## src/rtl/mem_arbiter_pkg.sv

```systemverilog
// Shared configuration for the memory arbiter: widths, write-size codes,
// FSM state and owner encodings.
package mem_arbiter_pkg;

  localparam int DATA_WIDTH = 64;
  localparam int SIGS_WIDTH = 8;
  localparam int CNT_W      = 4;

  localparam logic [SIGS_WIDTH-1:0] MEM_BYT_1_U = 8'd1;
  localparam logic [SIGS_WIDTH-1:0] MEM_BYT_2_U = 8'd2;
  localparam logic [SIGS_WIDTH-1:0] MEM_BYT_4_U = 8'd4;
  localparam logic [SIGS_WIDTH-1:0] MEM_BYT_8_U = 8'd8;

  typedef enum logic [1:0] {
    ARB_IDLE   = 2'd0,
    ARB_ACCESS = 2'd1,
    ARB_RESP   = 2'd2
  } arb_state_t;

  typedef enum logic {
    ARB_OWN_IFU = 1'b0,
    ARB_OWN_LSU = 1'b1
  } arb_owner_t;

endpackage

```

## src/rtl/mem_arbiter_if.sv

```systemverilog
// Bundle of IFU, LSU and memory-port signals around the arbiter; the slave
// modport is the arbiter's view, master is the core/memory side.
interface mem_arbiter_if
  import mem_arbiter_pkg::*;
#(
  parameter int DATA_W = DATA_WIDTH,
  parameter int BYT_W  = SIGS_WIDTH
);

  logic              pIfu_iReqValid;
  logic [DATA_W-1:0] pIfu_iAddr;
  logic              pIfu_oReqReady;
  logic              pIfu_oRspValid;
  logic [DATA_W-1:0] pIfu_oRdData;

  logic              pLsu_iReqValid;
  logic              pLsu_iWrEn;
  logic [DATA_W-1:0] pLsu_iAddr;
  logic [DATA_W-1:0] pLsu_iWrData;
  logic [BYT_W-1:0]  pLsu_iWrByt;
  logic              pLsu_oReqReady;
  logic              pLsu_oRspValid;
  logic [DATA_W-1:0] pLsu_oRdData;

  logic              pMem_oRdEn;
  logic              pMem_oWrEn;
  logic [DATA_W-1:0] pMem_oAddr;
  logic [DATA_W-1:0] pMem_oWrData;
  logic [BYT_W-1:0]  pMem_oWrByt;
  logic [DATA_W-1:0] pMem_iRdData;

  modport slave (
    input  pIfu_iReqValid, pIfu_iAddr,
    output pIfu_oReqReady, pIfu_oRspValid, pIfu_oRdData,
    input  pLsu_iReqValid, pLsu_iWrEn, pLsu_iAddr, pLsu_iWrData, pLsu_iWrByt,
    output pLsu_oReqReady, pLsu_oRspValid, pLsu_oRdData,
    output pMem_oRdEn, pMem_oWrEn, pMem_oAddr, pMem_oWrData, pMem_oWrByt,
    input  pMem_iRdData
  );

  modport master (
    output pIfu_iReqValid, pIfu_iAddr,
    input  pIfu_oReqReady, pIfu_oRspValid, pIfu_oRdData,
    output pLsu_iReqValid, pLsu_iWrEn, pLsu_iAddr, pLsu_iWrData, pLsu_iWrByt,
    input  pLsu_oReqReady, pLsu_oRspValid, pLsu_oRdData,
    input  pMem_oRdEn, pMem_oWrEn, pMem_oAddr, pMem_oWrData, pMem_oWrByt,
    output pMem_iRdData
  );

endinterface

```

## src/rtl/mem_arb_rr.sv

```systemverilog
// Two-way round-robin picker: bit 0 is the IFU, bit 1 the LSU. On a tie the
// requester that was not granted last wins.
module mem_arb_rr (
  input  logic [1:0] valid,
  input  logic       last_lsu,
  output logic [1:0] grant
);

  assign grant[0] = valid[0] & (~valid[1] |  last_lsu);
  assign grant[1] = valid[1] & (~valid[0] | ~last_lsu);

endmodule

```

## src/rtl/mem_arbiter.sv

```systemverilog
// Arbiter and sequencer for the shared single-port memory: grants one
// requester, holds the memory port for MEM_LAT cycles, then pulses a response.
module mem_arbiter
  import mem_arbiter_pkg::*;
#(
  parameter int DATA_W  = DATA_WIDTH,
  parameter int BYT_W   = SIGS_WIDTH,
  parameter int MEM_LAT = 1
) (
  input  logic          iClock,
  input  logic          iReset,
  mem_arbiter_if.slave  bus
);

  localparam logic [CNT_W-1:0] CNT_INIT = CNT_W'(MEM_LAT - 1);

  arb_state_t        state;
  arb_owner_t        owner;
  arb_owner_t        last_own;
  logic [CNT_W-1:0]  cnt;
  logic [1:0]        grant;

  logic              mem_rd_en;
  logic              mem_wr_en;
  logic [DATA_W-1:0] mem_addr;
  logic [DATA_W-1:0] mem_wr_data;
  logic [BYT_W-1:0]  mem_wr_byt;

  logic              ifu_rsp_valid;
  logic              lsu_rsp_valid;
  logic [DATA_W-1:0] ifu_rd_data;
  logic [DATA_W-1:0] lsu_rd_data;

  mem_arb_rr u_rr (
    .valid    ({bus.pLsu_iReqValid, bus.pIfu_iReqValid}),
    .last_lsu (last_own == ARB_OWN_LSU),
    .grant    (grant)
  );

  // Ready is only offered in IDLE and is forced low while reset is held.
  assign bus.pIfu_oReqReady = iReset & (state == ARB_IDLE) & grant[0];
  assign bus.pLsu_oReqReady = iReset & (state == ARB_IDLE) & grant[1];

  assign bus.pIfu_oRspValid = ifu_rsp_valid;
  assign bus.pIfu_oRdData   = ifu_rd_data;
  assign bus.pLsu_oRspValid = lsu_rsp_valid;
  assign bus.pLsu_oRdData   = lsu_rd_data;

  assign bus.pMem_oRdEn     = mem_rd_en;
  assign bus.pMem_oWrEn     = mem_wr_en;
  assign bus.pMem_oAddr     = mem_addr;
  assign bus.pMem_oWrData   = mem_wr_data;
  assign bus.pMem_oWrByt    = mem_wr_byt;

  // The accepted request is latched into the port registers at the grant
  // edge, so the memory sees a stable request for the whole ACCESS window.
  always_ff @(posedge iClock or negedge iReset) begin
    if (!iReset) begin
      state         <= ARB_IDLE;
      owner         <= ARB_OWN_IFU;
      last_own      <= ARB_OWN_LSU;
      cnt           <= '0;
      mem_rd_en     <= 1'b0;
      mem_wr_en     <= 1'b0;
      mem_addr      <= '0;
      mem_wr_data   <= '0;
      mem_wr_byt    <= '0;
      ifu_rsp_valid <= 1'b0;
      lsu_rsp_valid <= 1'b0;
      ifu_rd_data   <= '0;
      lsu_rd_data   <= '0;
    end else begin
      ifu_rsp_valid <= 1'b0;
      lsu_rsp_valid <= 1'b0;
      case (state)
        ARB_IDLE: begin
          if (grant[0]) begin
            mem_rd_en   <= 1'b1;
            mem_wr_en   <= 1'b0;
            mem_addr    <= bus.pIfu_iAddr;
            mem_wr_data <= '0;
            mem_wr_byt  <= '0;
            owner       <= ARB_OWN_IFU;
            last_own    <= ARB_OWN_IFU;
            cnt         <= CNT_INIT;
            state       <= ARB_ACCESS;
          end else if (grant[1]) begin
            mem_rd_en   <= ~bus.pLsu_iWrEn;
            mem_wr_en   <= bus.pLsu_iWrEn;
            mem_addr    <= bus.pLsu_iAddr;
            mem_wr_data <= bus.pLsu_iWrData;
            mem_wr_byt  <= bus.pLsu_iWrByt;
            owner       <= ARB_OWN_LSU;
            last_own    <= ARB_OWN_LSU;
            cnt         <= CNT_INIT;
            state       <= ARB_ACCESS;
          end
        end
        ARB_ACCESS: begin
          if (cnt == '0) begin
            mem_rd_en <= 1'b0;
            mem_wr_en <= 1'b0;
            if (owner == ARB_OWN_IFU) begin
              ifu_rd_data   <= bus.pMem_iRdData;
              ifu_rsp_valid <= 1'b1;
            end else begin
              lsu_rd_data   <= mem_wr_en ? '0 : bus.pMem_iRdData;
              lsu_rsp_valid <= 1'b1;
            end
            state <= ARB_RESP;
          end else begin
            cnt <= cnt - 1'b1;
          end
        end
        ARB_RESP: begin
          state <= ARB_IDLE;
        end
        default: begin
          state <= ARB_IDLE;
        end
      endcase
    end
  end

endmodule

```

## src/flat_wrapper.sv

```systemverilog
// flat-port wrapper written by rule: the top's interface ports become plain ports
module mem_arbiter_flat import mem_arbiter_pkg::*;
#(
  parameter int DATA_W  = DATA_WIDTH,
  parameter int BYT_W   = SIGS_WIDTH,
  parameter int MEM_LAT = 1
)
  (iClock, iReset, bus_pIfu_iReqValid, bus_pIfu_iAddr, bus_pIfu_oReqReady, bus_pIfu_oRspValid, bus_pIfu_oRdData, bus_pLsu_iReqValid, bus_pLsu_iWrEn, bus_pLsu_iAddr, bus_pLsu_iWrData, bus_pLsu_iWrByt, bus_pLsu_oReqReady, bus_pLsu_oRspValid, bus_pLsu_oRdData, bus_pMem_oRdEn, bus_pMem_oWrEn, bus_pMem_oAddr, bus_pMem_oWrData, bus_pMem_oWrByt, bus_pMem_iRdData);
  mem_arbiter_if #(.DATA_W(DATA_W), .BYT_W(BYT_W)) bus_i ();
  input  logic iClock;
  input  logic iReset;
  input wire logic [$bits(bus_i.pIfu_iReqValid)-1:0] bus_pIfu_iReqValid;
  input wire logic [$bits(bus_i.pIfu_iAddr)-1:0] bus_pIfu_iAddr;
  output wire logic [$bits(bus_i.pIfu_oReqReady)-1:0] bus_pIfu_oReqReady;
  output wire logic [$bits(bus_i.pIfu_oRspValid)-1:0] bus_pIfu_oRspValid;
  output wire logic [$bits(bus_i.pIfu_oRdData)-1:0] bus_pIfu_oRdData;
  input wire logic [$bits(bus_i.pLsu_iReqValid)-1:0] bus_pLsu_iReqValid;
  input wire logic [$bits(bus_i.pLsu_iWrEn)-1:0] bus_pLsu_iWrEn;
  input wire logic [$bits(bus_i.pLsu_iAddr)-1:0] bus_pLsu_iAddr;
  input wire logic [$bits(bus_i.pLsu_iWrData)-1:0] bus_pLsu_iWrData;
  input wire logic [$bits(bus_i.pLsu_iWrByt)-1:0] bus_pLsu_iWrByt;
  output wire logic [$bits(bus_i.pLsu_oReqReady)-1:0] bus_pLsu_oReqReady;
  output wire logic [$bits(bus_i.pLsu_oRspValid)-1:0] bus_pLsu_oRspValid;
  output wire logic [$bits(bus_i.pLsu_oRdData)-1:0] bus_pLsu_oRdData;
  output wire logic [$bits(bus_i.pMem_oRdEn)-1:0] bus_pMem_oRdEn;
  output wire logic [$bits(bus_i.pMem_oWrEn)-1:0] bus_pMem_oWrEn;
  output wire logic [$bits(bus_i.pMem_oAddr)-1:0] bus_pMem_oAddr;
  output wire logic [$bits(bus_i.pMem_oWrData)-1:0] bus_pMem_oWrData;
  output wire logic [$bits(bus_i.pMem_oWrByt)-1:0] bus_pMem_oWrByt;
  input wire logic [$bits(bus_i.pMem_iRdData)-1:0] bus_pMem_iRdData;
  assign bus_i.pIfu_iReqValid = bus_pIfu_iReqValid;
  assign bus_i.pIfu_iAddr = bus_pIfu_iAddr;
  assign bus_pIfu_oReqReady = bus_i.pIfu_oReqReady;
  assign bus_pIfu_oRspValid = bus_i.pIfu_oRspValid;
  assign bus_pIfu_oRdData = bus_i.pIfu_oRdData;
  assign bus_i.pLsu_iReqValid = bus_pLsu_iReqValid;
  assign bus_i.pLsu_iWrEn = bus_pLsu_iWrEn;
  assign bus_i.pLsu_iAddr = bus_pLsu_iAddr;
  assign bus_i.pLsu_iWrData = bus_pLsu_iWrData;
  assign bus_i.pLsu_iWrByt = bus_pLsu_iWrByt;
  assign bus_pLsu_oReqReady = bus_i.pLsu_oReqReady;
  assign bus_pLsu_oRspValid = bus_i.pLsu_oRspValid;
  assign bus_pLsu_oRdData = bus_i.pLsu_oRdData;
  assign bus_pMem_oRdEn = bus_i.pMem_oRdEn;
  assign bus_pMem_oWrEn = bus_i.pMem_oWrEn;
  assign bus_pMem_oAddr = bus_i.pMem_oAddr;
  assign bus_pMem_oWrData = bus_i.pMem_oWrData;
  assign bus_pMem_oWrByt = bus_i.pMem_oWrByt;
  assign bus_i.pMem_iRdData = bus_pMem_iRdData;
  mem_arbiter #(.DATA_W(DATA_W), .BYT_W(BYT_W), .MEM_LAT(MEM_LAT)) u_core (.iClock(iClock), .iReset(iReset), .bus(bus_i));
endmodule
```

## config.mk

```make
export PLATFORM = sky130hd
export DESIGN_NAME = mem_arbiter_flat
export DESIGN_NICKNAME = d
export VERILOG_FILES = /design/src/rtl/mem_arbiter_pkg.sv /design/src/rtl/mem_arbiter_if.sv /design/src/rtl/mem_arb_rr.sv /design/src/rtl/mem_arbiter.sv /design/src/flat_wrapper.sv
export SDC_FILE = /design/constraint.sdc
export NUM_CORES = 1
export LEC_CHECK = 0
export CORE_AREA = 2 2 212 214
export DETAILED_ROUTE_END_ITERATION = 10
export DIE_AREA = 0 0 214 216
export PLACE_DENSITY = 0.61
export SLEW_MARGIN = 10
export SYNTH_ARGS = -nofsm -noshare
export SYNTH_HDL_FRONTEND = slang
export SYNTH_SLANG_ARGS = --single-unit
```

## constraint.sdc

```tcl
create_clock -name iClock -period 1.67 [get_ports iClock]
set_clock_uncertainty 0.1 [all_clocks]
set_input_delay 0.167 -clock iClock [delete_from_list [all_inputs] [get_ports iClock]]
set_output_delay 0.167 -clock iClock [all_outputs]
set_load 0.01 [all_outputs]
```

==> reports/metrics.csv <==
stage;metric;value;unit
cells_and_area;most common cell after layout, fill and taps aside;dfrtp_1;
synthesis;synth unique cells;36;
clocking;total CTS buffers;31;
floorplan;Top Ports;539;
sta;Worst Max-Slew Pin Slew;0.656;ns
sta;setup ws final;-0.373;ns
setup_path;startpoint types;flop;
synthesis;synthesized net count;1055;
sta;f_max;490;MHz
sta;Hold Slack;0.0798;ns
sta;fin. max-slew vios;0;
synthesis;syn_area_per_cell;14.4;um^2
power;Power Density;1850;nW/um^2
drt;WL met2;19900;um
grt;initial antenna violation count;0;
cells_and_area;Area Overhead vs Synth;77.9;%
placed_design;Post-Place Cells;1912;
sta;Final Critical Period;2.04;ns
drt;DR top layer;met4;
floorplan;DIE WIDTH;214;um
placed_design;GP Congestion;0.790;
status;violated checks;negative setup slack;
cells_and_area;Ant. Diodes;0;
synthesis;post-synthesis mux area share;0.129;
floorplan;initial core utilization;0.257;
synthesis;cell area after synthesis;11300;um^2
synthesis;Seq cells post-synth;276;
drt;number of routed nets with antenna violations;0;
cells_and_area;Layout Cells excl Fill;2012;
synthesis;adder-cell share of the synthesized area;0.00222;
synthesis;Syn Inst Count;784;
sta;RSZ-0062 raised after global routing;yes;
status;status;finished with violations;
clocking;Sink Count;276;
clocking;CTS tree;yes;
drt;wire per inst;20.0;um
clocking;root buf cell;clkbuf_16;
synthesis;Post-synth EDFFs;0;
drt;Vias;9311;
setup_path;Setup crit end kind;output pin;
clocking;Clk Latency, worst-skew pair;0.58;ns
clocking;H-tree depth;1;
cells_and_area;commonest non-fill, non-tap cells in the layout;dfrtp_1, dlygate4sd2_1, clkdlybuf4s50_1;
cells_and_area;final instance area;20100;um^2
synthesis;ys flop type;dfrtp_1;
floorplan;CORE AREA;43800;um^2
grt;first-pass GRT wire length;60300;um
drt;DRC viols;0;
drt;router iterations before antenna repair;5;
clocking;deepest clock path buffer count;3;
grt;largest net degree at the start of global routing;97;
hold_path;worst hold path type;input pin to flop;
drt;M1 WL;16400;um
placed_design;detailed placement HPWL;28200;um
synthesis;asr flop ratio synth;1.00;
drt;WL met3;3220;um
grt;total gr overflow;0;
grt;vias in the first global route;9974;
floorplan;Die Height;216;um
cells_and_area;Layout Nets;1666;
drt;initial DRC count;434;
synthesis;xor and xnor area share after synthesis;0;
power;P_leak;0.00882;uW
setup_path;WP data arrival;1.78;ns
grt;total global-route track usage;0.164;
power;Peak VDD IR;0.000742;V
setup_path;maximum fanout along the worst path;20;
sta;final hold viol count;0;
placed_design;DP Area;17900;um^2
sta;period utilisation layout;1.22;
placed_design;PortBufs;538;
setup_path;Crit Path Category;flop to output pin;
synthesis;sequential share of the synthesized area;0.613;
synthesis;synth warn;0;
sta;relative slew slack;0.563;
floorplan;std cell rows;77;
synthesis;largest family of logic cells by synthesized area;multiplexers;
flow_run;maxcap violations;0;
synthesis;Compound-Gate Fraction of Synth Area;0.127;
sta;Final setup viols;199;
floorplan;die area;46200;um^2
cells_and_area;layout cells sized above 1;0.266;
synthesis;Post-Synth Simple-Gate Area;0.0974;
setup_path;CP required;1.40;ns
drt;Via-to-Cell Ratio;4.63;
drt;final wirelength;40200;um
clocking;Clock Pin Slew Worst Setup and Hold Paths;0.06;ns
[path summary, 6_finish.rpt]
path                       cells after the start  slack, ns                   startpoint                          end
max                                            4      -0.37              u_core.last_own           bus_pIfu_oReqReady
min                                            5       0.08           bus_pIfu_iReqValid        u_core.bus.pMem_oWrEn
max reg2reg                                    9      -0.35              u_core.state[1]  u_core.bus.pIfu_oRdData[14]
min reg2reg                                    1       0.40  u_core.bus.pLsu_oRdData[59]  u_core.bus.pLsu_oRdData[59]
max in group asynchronous                      4       0.65                       iReset        u_core.bus.pMem_oWrEn
min in group asynchronous                      4       0.28                       iReset  u_core.bus.pIfu_oRdData[43]
[cell type report]
class | instances | area (um^2)
Fill cell | 4087 | 23800
Clock buffer | 43 | 891
Sequential cell | 276 | 6910
Timing Repair Buffer | 650 | 6770
Multi-Input combinational cell | 430 | 4540
Tap cell | 592 | 741
Clock inverter | 15 | 180
Inverter | 6 | 27.5
[Yosys cell counts (2+ instances only)]
| cell | number | area share |
|---|---|---|
| nand4b_1 | 65 | 0.050 |
| buf_2 | 20 | 0.0089 |
| mux2_2 | 128 | 0.13 |
| nor2_1 | 4 | 0.0013 |
| buf_4 | 10 | 0.0067 |
| inv_1 | 6 | 0.0020 |
| dfrtp_1 | 275 | 0.61 |
| a21oi_1 | 2 | 0.00089 |
| nor2b_1 | 65 | 0.036 |
| or4_1 | 2 | 0.0013 |
| a22o_1 | 72 | 0.056 |
| clkbuf_1 | 38 | 0.013 |
| a21o_1 | 2 | 0.0013 |
| o221a_2 | 64 | 0.064 |
| and3_1 | 2 | 0.0011 |
| nand2b_1 | 3 | 0.0017 |
| ha_1 | 2 | 0.0022 |
| o21ai_0 | 3 | 0.0013 |
| buf_1 | 4 | 0.0013 |
[layer usage]
layer,GRT usage,up-vias
met2,0.283,376
li1,-,4214
met5,0,-
met3,0.0478,48
met4,0.0385,0
met1,0.203,4673
[stage by stage]
step | TNS, ns | setup WS [ns] | total power [uW] | util
floorplan | 0 | 0.0176 | 18900 | -
global placement | -34.38 | -0.415 | 28700 | 0.409
detailed placement | -42.81 | -0.433 | 28900 | 0.409
CTS | -61.38 | -0.471 | 35600 | 0.440
global route | -66.73 | -0.465 | 39100 | 0.458
finish | -46.78 | -0.373 | 37100 | 0.458
[critical path, cell delays in order, from the launching register on]
cell	delay [ns]
dfstp_2	0.54
nand2b_4	0.14
buf_12	0.16
and4_4	0.23
buf_6	0.11
[flip-flops by register name, indices dropped and copies added (netlist names)]
register,flops
u_core.bus.pMem_oWrData,64
u_core.bus.pLsu_oRspValid,1
u_core.bus.pMem_oAddr,64
u_core.bus.pIfu_oRdData,64
u_core.owner,1
u_core.bus.pMem_oWrByt,8
u_core.bus.pMem_oWrEn,1
u_core.bus.pMem_oRdEn,1
u_core.cnt,4
u_core.bus.pIfu_oRspValid,1
u_core.bus.pLsu_oRdData,64
u_core.state,2
u_core.last_own,1
[cell families (layout without fill, tap and decap cells)]
| kind of cell | count (synthesis) | count (layout) |
|---|---|---|
| fa+ha+maj | 2 | 2 |
| compound gates | 149 | 149 |
| simple gates | 150 | 150 |
| buf+inv | 78 | 714 |
| mux | 129 | 129 |
| flops | 276 | 276 |
[power by group]
part	leakage [uW]	switching, uW	internal, uW	total, uW
Sequential	0.00328	1790	9860	11600
Combinational	0.00502	7690	10700	18400
Clock	0.000523	2840	4200	7050
[repair_timing]
item                       4_1_cts  5_1_grt
resized for setup              302       84
pin swaps                        3        7
buffers inserted                12       12
cloned                          11        8
hold endpoints to repair       279        0
hold buffers                     2        0
setup endpoints to repair      522      276
Note: power is estimated with default switching activity, not from simulation.
